<file path="src/rtl/router_mem_pkg.sv">
// rtl/router_mem_pkg.sv - shared sizing, types and helpers for the RAM-backed FIFO controller
package router_mem_pkg;

  localparam int RAM_DEPTH  = 4;
  localparam int RAM_AW     = 2;
  localparam int DATA_W     = 64;
  localparam int RD_LAT     = 2;
  localparam int OBUF_DEPTH = RD_LAT + 1;
  localparam int OBUF_CW    = $clog2(OBUF_DEPTH + 1);

  typedef logic [DATA_W-1:0] word_t;
  typedef logic [RAM_AW-1:0] addr_t;
  typedef logic [2:0]        cnt_t;

  // Reads in flight plus words parked in obuf may never exceed obuf capacity.
  localparam cnt_t CREDIT_LIMIT = cnt_t'(RD_LAT + 1);
  localparam cnt_t RAM_FULL     = cnt_t'(RAM_DEPTH);

  function automatic addr_t ptr_inc(input addr_t p);
    return p + addr_t'(1);
  endfunction

endpackage

</file>
<file path="src/rtl/mem_rd_obuf.sv">
// rtl/mem_rd_obuf.sv - shift-style output buffer; head entry is a register driving pop_data
module mem_rd_obuf
  import router_mem_pkg::*;
(
  input  logic               clk,
  input  logic               rst,
  input  logic               push,
  input  logic [DATA_W-1:0]  push_data,
  input  logic               pop,
  output logic [DATA_W-1:0]  pop_data,
  output logic               full,
  output logic               empty,
  output logic [OBUF_CW-1:0] count
);

  logic [DATA_W-1:0]  data_q [OBUF_DEPTH];
  logic [OBUF_CW-1:0] wr_idx;

  // A simultaneous pop shifts everything down, so the new word lands one slot lower.
  assign wr_idx = count - OBUF_CW'(pop);

  always_ff @(posedge clk or posedge rst) begin
    if (rst) begin
      count <= '0;
      for (int i = 0; i < OBUF_DEPTH; i++) data_q[i] <= '0;
    end else begin
      if (pop) begin
        for (int i = 0; i < OBUF_DEPTH - 1; i++) data_q[i] <= data_q[i+1];
      end
      if (push) data_q[wr_idx] <= push_data;
      count <= count + OBUF_CW'(push) - OBUF_CW'(pop);
    end
  end

  assign pop_data = data_q[0];
  assign full     = (count == OBUF_CW'(OBUF_DEPTH));
  assign empty    = (count == '0);

endmodule

</file>
<file path="src/rtl/ram4x64_fifo_ctrl.sv">
// rtl/ram4x64_fifo_ctrl.sv - FIFO controller over an external 4x64 RAM with 2-cycle read latency
module ram4x64_fifo_ctrl
  import router_mem_pkg::*;
(
  input  logic              clk,
  input  logic              rst,
  input  logic              in_valid,
  output logic              in_ready,
  input  logic [DATA_W-1:0] in_data,
  output logic              out_valid,
  input  logic              out_ready,
  output logic [DATA_W-1:0] out_data,
  output logic              mem_wr_en,
  output logic [RAM_AW-1:0] mem_wr_addr,
  output logic [DATA_W-1:0] mem_wr_data,
  output logic              mem_rd_en,
  output logic [RAM_AW-1:0] mem_rd_addr,
  input  logic [DATA_W-1:0] mem_rd_data,
  output logic [2:0]        occupancy
);

  addr_t              wptr, rptr;
  cnt_t               ram_count, ram_vis, inflight;
  logic [RD_LAT-1:0]  tag;
  logic [OBUF_CW-1:0] obuf_count;
  logic               obuf_full, obuf_empty;
  logic               push, pop, rd_issue, capture;

  // ram_count is registered, so a word written this cycle only becomes visible after the edge.
  assign ram_vis  = ram_count;

  assign in_ready = !rst && (ram_count < RAM_FULL);
  assign push     = in_valid && in_ready;
  assign pop      = out_valid && out_ready;
  assign capture  = tag[RD_LAT-1];
  assign rd_issue = !rst && (ram_vis != '0) &&
                    ((cnt_t'(obuf_count) + inflight) < (CREDIT_LIMIT + cnt_t'(pop)));

  always_comb begin
    inflight = '0;
    for (int i = 0; i < RD_LAT; i++) inflight = inflight + cnt_t'(tag[i]);
  end

  always_ff @(posedge clk or posedge rst) begin
    if (rst) begin
      wptr      <= '0;
      rptr      <= '0;
      ram_count <= '0;
      tag       <= '0;
    end else begin
      if (push)     wptr <= ptr_inc(wptr);
      if (rd_issue) rptr <= ptr_inc(rptr);
      case ({push, rd_issue})
        2'b10:   ram_count <= ram_count + cnt_t'(1);
        2'b01:   ram_count <= ram_count - cnt_t'(1);
        default: ram_count <= ram_count;
      endcase
      tag <= {tag[RD_LAT-2:0], rd_issue};
    end
  end

  mem_rd_obuf u_obuf (
    .clk       (clk),
    .rst       (rst),
    .push      (capture),
    .push_data (mem_rd_data),
    .pop       (pop),
    .pop_data  (out_data),
    .full      (obuf_full),
    .empty     (obuf_empty),
    .count     (obuf_count)
  );

  assign out_valid   = !obuf_empty;
  assign mem_wr_en   = push;
  assign mem_wr_addr = wptr;
  assign mem_wr_data = in_data;
  assign mem_rd_en   = rd_issue;
  assign mem_rd_addr = rptr;
  assign occupancy   = ram_count + inflight + cnt_t'(obuf_count);

  a_no_overrun: assert property (@(posedge clk) disable iff (rst) !(capture && obuf_full && !pop));

endmodule

</file>
<file path="config.mk">
export PLATFORM = sky130hd
export DESIGN_NAME = ram4x64_fifo_ctrl
export DESIGN_NICKNAME = d
export VERILOG_FILES = /design/src/rtl/router_mem_pkg.sv /design/src/rtl/mem_rd_obuf.sv /design/src/rtl/ram4x64_fifo_ctrl.sv
export SDC_FILE = /design/constraint.sdc
export NUM_CORES = 1
export LEC_CHECK = 0
export BUFFER_PORTS_ARGS = -buffer_cell sky130_fd_sc_hd__buf_2
export CORE_UTILIZATION = 53
export DETAILED_ROUTE_END_ITERATION = 8
export PLACE_DENSITY = 0.87
export SYNTH_ARGS = -nofsm -noshare
export SYNTH_HDL_FRONTEND = slang
export SYNTH_SLANG_ARGS = --single-unit
</file>
<file path="constraint.sdc">
create_clock -name clk -period 6 [get_ports clk]
set_input_delay 0 -clock clk [delete_from_list [all_inputs] [get_ports clk]]
set_output_delay 0 -clock clk [all_outputs]
set_load 0.02 [all_outputs]
</file>
==> results of run 1 <==
## cell usage in the layout (no fill, tap or decap), types with 6 or more instances in the layout
cell             n
dlygate4sd3_1   66
inv_1            6
o21ai_1        119
ha_1            11
nand2_1        130
mux2_2          59
buf_2          142
xor2_1           7
o21ai_0          9
clkbuf_16       23
dfrtp_1        203
mux2i_1        129
## cell families (layout without fill, tap and decap cells)
kind of cell,Yosys count,after routing,synth area share
flip-flops,203,203,0.513
multiplexers,193,193,0.203
buffers and inverters,184,256,0.129
AND/OR/NAND/NOR,140,140,0.0558
AO/OA/AOI/OAI,133,133,0.0685
adder cells (fa/ha/maj),13,13,0.0179
XOR/XNOR,13,13,0.0123
## worst max-delay path, stage by stage, from the launching register on
cell and delay, ps:
dfrtp_1 450, or2_1 170, nand2_2 90, inv_6 530
ha_1 320, xnor2_2 190, and3_4 790, buf_4 570
nand2_1 160, o21ai_1 120
## power by group
part,total (W),switching (W),leakage [nW],internal (W)
sequential,0.00249,0.000404,2.47,0.00208
clock,0.00126,0.000512,0.330,0.000749
combinational,0.00258,0.00145,2.29,0.00113
total,0.00633,0.00237,5.09,0.00397
## metrics by stage
| stage | area (sq um) | std cells |
|---|---|---|
| floorplan | 9900 | 879 |
| global placement | 9710 | 1079 |
| detailed placement | 9710 | 1079 |
| CTS | 11000 | 1180 |
| global route | 11000 | 1180 |
| finish | 11000 | 1180 |
## final cells by class
cell class                 instances  area, sq um
tap                              229          287
multi-input combinational        492         3550
inverter                           8         42.5
clock buffer                      29          608
timing repair buffer             213         1410
clock inverter                     6         55.1
fill                            1357         7110
sequential                       203         5080
## layer usage
layer	part of all wire	wire, um	up-vias	GRT usage
met5	0	0	-	0
met4	0.035	668	0	0.0801
met3	0.049	935	70	0.0342
met2	0.48	9300	181	0.343
li1	-	-	2961	-
met1	0.43	8310	3101	0.262
## worst min path at each step
stage | startpoint | to | slack [ps] | cells past startpoint
finish | in_data[28] | mem_wr_data[28] | 0.008 | 0
global route | in_data[32] | mem_wr_data[32] | 0.03 | 0
CTS | in_data[11] | mem_wr_data[11] | 0.1 | 0
detailed placement | in_data[11] | mem_wr_data[11] | 0.1 | 0
global placement | in_data[11] | mem_wr_data[11] | 0.1 | 0
floorplan | rst | in_ready | 90 | 1
## what timing repair did
item                                    in CTS  in global routing
endpoints found under the hold margin      317                  0
hold buffers                                66                  0
endpoints found under the setup margin       0                  0
==> impl_metrics.json, run 1 <==
{
  "clock_skew_ps": 17.0,
  "max_slew_margin": 0.231,
  "fp.dieH_um": 139,
  "violations": "DRC",
  "yosysUniqueCellTypes": 31,
  "async_flop_share": 1.00,
  "dieArea_sq_um": 19200,
  "grt_pass1_wl_mm": 32.2,
  "tns_ps": 0,
  "overflow": 0,
  "via_per_inst": 5.35,
  "drt_iter0_drc": 273,
  "antenna_found_initial": 0,
  "ys_ff_latch": 203,
  "maxCapViolCount": 0,
  "setup_violations": 0,
  "first_global_vias": 6565,
  "grt_max_degree": 124,
  "post_cts_resized": 0,
  "avgSynthCellArea_sq_um": 11.3,
  "clock_sinks": 203,
  "synth.top_cell.area_share": 0.513,
  "crit_start": "u_obuf.count[1]",
  "area_growth_pct": 11.4,
  "fin_nets": 1085,
  "endpoint": "u_obuf.pop_data[58]",
  "gp_congestion": 0.754,
  "fin_crit_sh": 0.589,
  "grtUsageTotal": 0.203,
  "vias": 6313,
  "min_period_ps": 3530,
  "max_clock_freq_mhz": 283,
  "netlist_area_sq_um": 9900,
  "r2r_start": "u_obuf.count[1]",
  "port_buffers": 142,
  "final_core_util": 0.608,
  "dr.pass1.iters": 8,
  "clk_latency_ps": 490,
  "drt-total-wl_mm": 19.2,
  "synthTopCellsByCount": "203 x dfrtp_1, 147 x buf_4, 130 x nand2_1",
  "setup_ws_ps": 2470,
  "place_hpwl_mm": 10.9,
  "drv_slew": 0,
  "synth_area_leaders": "dfrtp_1 51%, mux2i_1 13%, buf_4 11%",
  "ys.flop_type": "dfrtp_1",
  "power.density_nw_per_um2": 574,
  "synth_seq_area_share": 0.513,
  "total_power_w": 0.00633,
  "detail-route-antenna-nets": 0,
  "crit_type": "register to register",
  "min_path_type": "input pin to output pin",
  "yosys.area.top_type": "dfrtp_1",
  "ctsLongestPathBuffers": 3,
  "r2r_slack_ps": 2470,
  "synth_edf_count": 0,
  "drc_errors": 11,
  "cts_root_buffer": "clkbuf_16",
  "start_util": 0.546,
  "peakVddDrop_uv": 276,
  "cp_max_fo": 79,
  "pin_count": 271,
  "cp-start-kind": "register",
  "post_cts_buffers": 0,
  "core-area_sq_um": 18100,
  "finalHoldViolCount": 0,
  "yosysWarnings": 0,
  "status": "finished with violations",
  "whs_ps": 0.00776,
  "r2r_cells": 9,
  "required_ps": 6400,
  "rows": 49,
  "post-synth-top-count-cell": "dfrtp_1",
  "numCtsBuffers": 22,
  "cts_tree": "built",
  "synth_nets": 1024,
  "tightest_slew_ps": 1150,
  "drt-wirelength-per-cell_um": 16.3,
  "path_clk_slew_ps": 60,
  "drive_above_1_share": 0.257,
  "antenna_cells": 0,
  "dpl_worst_slack_ps": 2500,
  "arrival_ps": 3930,
  "htreeDepth": 1,
  "leakage_nw": 5.09,
  "reg2reg_to": "u_obuf.pop_data[58]",
  "rsz0062_at_grt": "no",
  "synthCells": 879,
  "end_kind": "register",
  "die_w_um": 139
}
(Power assumes the default switching activity.)
==> run 2, diff against run 1 <==
--- a/config.mk
+++ b/config.mk
@@ -6,9 +6,9 @@
 export NUM_CORES = 1
 export LEC_CHECK = 0
 export BUFFER_PORTS_ARGS = -buffer_cell sky130_fd_sc_hd__buf_2
-export CORE_UTILIZATION = 53
+export CORE_UTILIZATION = 48
 export DETAILED_ROUTE_END_ITERATION = 8
-export PLACE_DENSITY = 0.87
+export PLACE_DENSITY = 0.83
 export SYNTH_ARGS = -nofsm -noshare
 export SYNTH_HDL_FRONTEND = slang
 export SYNTH_SLANG_ARGS = --single-unit
==> constraint.sdc (replaced) <==
create_clock -name clk -period 3.2 [get_ports clk]
set_input_delay 0 -clock clk [delete_from_list [all_inputs] [get_ports clk]]
set_output_delay 0 -clock clk [all_outputs]
set_load 0.02 [all_outputs]
==> run 2 against run 1 <==
  * The run now ends clean
  * Setup slack got worse by 2400 ps
  * Sequential cell count did not move
  * Combinational power grew 96%
  * Die area grew 10%
  * Core utilization fell by 4.9 points
  * Sequential share of layout area down 1.1 points
  * Critical endpoint is now ram_count[2]
==> impl_metrics.json, run 2 (synthesized netlist as in run 1, its figures left out) <==
{
  "tns_ps": 0,
  "cts_tree": "built",
  "slowest_stage": "dfrtp_2",
  "dpl_worst_slack_ps": 23.6,
  "endpoint": "ram_count[2]",
  "layout_commonest_cell": "dfrtp_1",
  "setup_violations": 0,
  "r2r_slack_ps": 110,
  "htreeDepth": 1,
  "drt_iter0_drc": 282,
  "leakage_nw": 5.17,
  "finalHoldViolCount": 0,
  "r2r_cells": 14,
  "status": "finished clean",
  "maxCapViolCount": 0,
  "first_global_vias": 6506,
  "fin_crit_sh": 0.967,
  "min_path_type": "input pin to output pin",
  "crit_buf_inv": 1,
  "power.density_nw_per_um2": 1080,
  "fillCellCount": 1644,
  "dieArea_sq_um": 21200,
  "whs_ps": 0.00778,
  "max_clock_freq_mhz": 323,
  "area_growth_pct": 14.2,
  "cp_max_fo": 3,
  "grt_pass1_wl_mm": 32.2,
  "crit_start": "tag[0]",
  "tightest_slew_ps": 1020,
  "crit_chain": "ha_4 > ha_1 > ha_1 > a21o_1 > ha_4 > a211oi_2 > o31ai_2 > nor2_2 > ha_2 > inv_1 > fa_2 > xor2_1 > nor2_1 > xor2_1",
  "slowest_delay_ps": 440,
  "drt-total-wl_mm": 19.1,
  "dp_cells": 1127,
  "max_slew_margin": 0.318,
  "drive_above_1_share": 0.275,
  "drv_slew": 0,
  "fp.dieH_um": 146,
  "peakVddDrop_uv": 491,
  "path_delay_family": "adder cells",
  "place_hpwl_mm": 11.3,
  "end_kind": "register",
  "min_period_ps": 3090,
  "clock_sinks": 203,
  "antenna_cells": 0,
  "crit_type": "register to register",
  "gp_congestion": 0.786,
  "pin_count": 271,
  "clk_latency_ps": 490,
  "ctsLongestPathBuffers": 3,
  "port_buffers": 142,
  "dr.pass1.iters": 4,
  "clock_skew_ps": 6.53,
  "overflow": 0,
  "antenna_found_initial": 0,
  "via_per_inst": 5.07,
  "final_cell_mix": "201 x dfrtp_1, 142 x buf_2, 130 x nand2_1",
  "core-area_sq_um": 20200,
  "setup_ws_ps": 106,
  "rows": 52,
  "arrival_ps": 3510,
  "crit_cells": 14,
  "drt-wirelength-per-cell_um": 15.5,
  "required_ps": 3620,
  "die_w_um": 146,
  "fin_nets": 1095,
  "instances_no_fill": 1234,
  "cp-start-kind": "register",
  "detail-route-antenna-nets": 0,
  "grt_max_degree": 95,
  "grtUsageTotal": 0.182,
  "r2r_start": "tag[0]",
  "vias": 6259,
  "drc_errors": 0,
  "cts_root_buffer": "clkbuf_16",
  "path_clk_slew_ps": 60,
  "start_util": 0.489,
  "reg2reg_to": "ram_count[2]",
  "numCtsBuffers": 22
}
## run 2: changes by cell type in the layout (fill, tap and decap cells not counted), moves of 2 or more
| cell | previous run | this run |
|---|---|---|
| dfrtp_2 | 0 | 2 |
| ha_1 | 11 | 8 |
| buf_4 | 5 | 10 |
| ha_4 | 0 | 2 |
| clkbuf_8 | 1 | 8 |
| clkinv_2 | 5 | 1 |
| dfrtp_1 | 203 | 201 |
| buf_12 | 0 | 5 |
## run 2: worst min path at each step
stage | from | endpoint | slack (ps) | cells past startpoint
finish | in_data[53] | mem_wr_data[53] | 0.008 | 0
global route | in_data[40] | mem_wr_data[40] | 0.03 | 0
global placement | in_data[0] | mem_wr_data[0] | 0.1 | 0
detailed placement | in_data[0] | mem_wr_data[0] | 0.1 | 0
floorplan | rst | in_ready | 90 | 1
CTS | in_data[0] | mem_wr_data[0] | 0.1 | 0
## run 2: report_power, final
group	switching (W)	internal, W	leakage, nW
registers	0.000738	0.00390	2.47
clock network	0.000972	0.00149	0.352
logic	0.00278	0.00228	2.35
## run 2: through the flow
stage                util  power [W]  cell area [sq um]
floorplan               -    0.00894               9920
global placement    0.489    0.00933               9890
detailed placement  0.489    0.00958               9890
CTS                 0.557     0.0122              11300
global route        0.559     0.0130              11300
finish              0.559     0.0122              11300
## run 2: final cells by class
type,instances,area [sq um],area share
clock buffer,37,708,0.0626
clock inverter,1,5.00,0.000442
inverter,8,38.8,0.00343
multi-input combinational,492,3590,0.318
sequential,203,5080,0.449
tap,270,338,0.0299
timing repair buffer,223,1550,0.137
## run 2: routing by layer
metal / wire length [um] / GRT usage / up-vias
li1: - / - / 2984
met1: 8260 / 0.232 / 3090
met2: 9510 / 0.315 / 141
met3: 904 / 0.0342 / 44
met4: 389 / 0.0505 / 0
met5: 0 / 0 / -
## run 2: timing repair
action                                  in CTS  in global routing
resized for setup                            0                  6
endpoints found under the setup margin       0                  1
hold buffers                                66                  0
endpoints found under the hold margin      225                  0
buffers inserted                             0                  3
==> run 3, diff against run 2 <==
--- a/config.mk
+++ b/config.mk
@@ -6,7 +6,9 @@
 export NUM_CORES = 1
 export LEC_CHECK = 0
 export BUFFER_PORTS_ARGS = -buffer_cell sky130_fd_sc_hd__buf_2
-export CORE_UTILIZATION = 48
+export CELL_PAD_IN_SITES_DETAIL_PLACEMENT = 0
+export CELL_PAD_IN_SITES_GLOBAL_PLACEMENT = 1
+export CORE_UTILIZATION = 37
 export DETAILED_ROUTE_END_ITERATION = 8
 export PLACE_DENSITY = 0.83
 export SYNTH_ARGS = -nofsm -noshare
==> run 3 against run 2 <==
  * The run now ends with DRC left
  * Fmax is 3.0% higher
  * Critical endpoint unchanged
  * Final area increased by 1.5%
  * Total power up 0.52%
  * Hold slack about the same
  * Non-clock buffer count grew 2
  * Critical path depth did not move
  * Cell count up 5.6%
  * Register-to-register slack better by 90 ps
  * Combinational power about the same
  * Count of clock-buffer cells in the layout is 3 lower
  * Sequential share of layout area down 0.66 points
==> impl_metrics.json, run 3 (synthesized netlist as in run 1, its figures left out) <==
{
  "fin_crit_sh": 0.939,
  "maxCapViolCount": 0,
  "gp_congestion": 0.764,
  "drive_above_1_share": 0.281,
  "slowest_delay_ps": 450,
  "instances_no_fill": 1303,
  "drt_iter0_drc": 326,
  "whs_ps": 0.00776,
  "arrival_ps": 3430,
  "path_clk_slew_ps": 60,
  "grtUsageTotal": 0.141,
  "core-area_sq_um": 26100,
  "min_path_type": "input pin to output pin",
  "drt-wirelength-per-cell_um": 14.7,
  "fin_nets": 1098,
  "place_hpwl_mm": 11.4,
  "antenna_cells": 0,
  "leakage_nw": 5.20,
  "cts_root_buffer": "clkbuf_16",
  "tightest_slew_ps": 1010,
  "final_cell_mix": "202 x dfrtp_1, 142 x buf_2, 130 x nand2_1",
  "drt-total-wl_mm": 19.1,
  "detail-route-antenna-nets": 0,
  "grt_pass1_wl_mm": 32.4,
  "peakVddDrop_uv": 631,
  "cp_max_fo": 6,
  "layout_commonest_cell": "dfrtp_1",
  "max_clock_freq_mhz": 333,
  "grt_max_degree": 129,
  "dieArea_sq_um": 27400,
  "cp-start-kind": "register",
  "clk_latency_ps": 500,
  "overflow": 0,
  "end_kind": "register",
  "drc_errors": 22,
  "design_area_sq_um": 11500,
  "drv_slew": 0,
  "rows": 59,
  "crit_chain": "ha_4 > ha_2 > ha_1 > a21o_1 > ha_4 > a211oi_2 > o31ai_2 > nor2_2 > ha_2 > inv_1 > fa_2 > xor2_1 > nor2_1 > xor2_1",
  "violations": "DRC",
  "fp.dieH_um": 166,
  "status": "finished with violations",
  "tns_ps": 0,
  "max_slew_margin": 0.323,
  "required_ps": 3620,
  "ctsLongestPathBuffers": 3,
  "crit_type": "register to register",
  "slowest_stage": "dfrtp_2",
  "start_util": 0.379,
  "antenna_found_initial": 0,
  "pin_count": 271,
  "clock_sinks": 203,
  "rsz0062_at_grt": "no",
  "crit_buf_inv": 1,
  "clock_skew_ps": 6.36,
  "dpl_worst_slack_ps": 85.0,
  "placed_cell_area_sq_um": 10000,
  "port_buffers": 142,
  "dp_cells": 1195,
  "area_growth_pct": 15.9,
  "via_per_inst": 4.74,
  "setup_violations": 0,
  "power.density_nw_per_um2": 1070,
  "vias": 6173,
  "finalHoldViolCount": 0,
  "htreeDepth": 1,
  "min_period_ps": 3000,
  "dr.pass1.iters": 7,
  "die_w_um": 166,
  "cts_tree": "built",
  "first_global_vias": 6371,
  "setup_ws_ps": 197,
  "path_delay_family": "adder cells",
  "numCtsBuffers": 23
}
[run 3: layout make-up]
class,instances,area [sq um]
tap,335,419
clock inverter,6,55.1
inverter,8,38.8
fill,2443,14700
timing repair buffer,225,1600
sequential,203,5080
clock buffer,34,687
multi-input combinational,492,3600
[run 3: path summary, 6_finish.rpt]
check,startpoint,endpoint,slack [ps],depth (start not counted)
max,tag[1],ram_count[2],200,14
min,in_data[37],mem_wr_data[37],0.008,0
max reg2reg,tag[1],ram_count[2],200,14
min reg2reg,tag[0],tag[1],450,0
max in group asynchronous,rst,u_obuf.pop_data[20],2100,4
min in group asynchronous,rst,mem_rd_addr[0],310,3
[run 3: timing repair]
action,4_1_cts,5_1_grt
endpoints found under the hold margin,226,0
gates resized for setup,0,7
hold buffers,66,0
setup buffers,0,2
endpoints found under the setup margin,0,1
[run 3: metrics by stage]
step / power (W) / utilization
floorplan: 0.00894 / -
global placement: 0.00944 / 0.384
detailed placement: 0.00962 / 0.384
CTS: 0.0123 / 0.438
global route: 0.0131 / 0.439
finish: 0.0122 / 0.439
[run 3: power breakdown]
| part | internal (W) | leakage [nW] | total, W | switching (W) |
|---|---|---|---|---|
| clock | 0.00155 | 0.372 | 0.00259 | 0.00103 |
| combinational | 0.00229 | 2.36 | 0.00504 | 0.00275 |
| sequential | 0.00390 | 2.47 | 0.00460 | 0.000702 |
| total | 0.00774 | 5.20 | 0.0122 | 0.00448 |
[run 3: per-layer routing]
metal | global-route usage | part of all wire | up-vias
met4 | 0.0447 | 0.030 | 0
li1 | - | - | 2999
met1 | 0.185 | 0.46 | 3001
met5 | 0 | 0 | -
met3 | 0.0258 | 0.043 | 39
met2 | 0.237 | 0.47 | 134
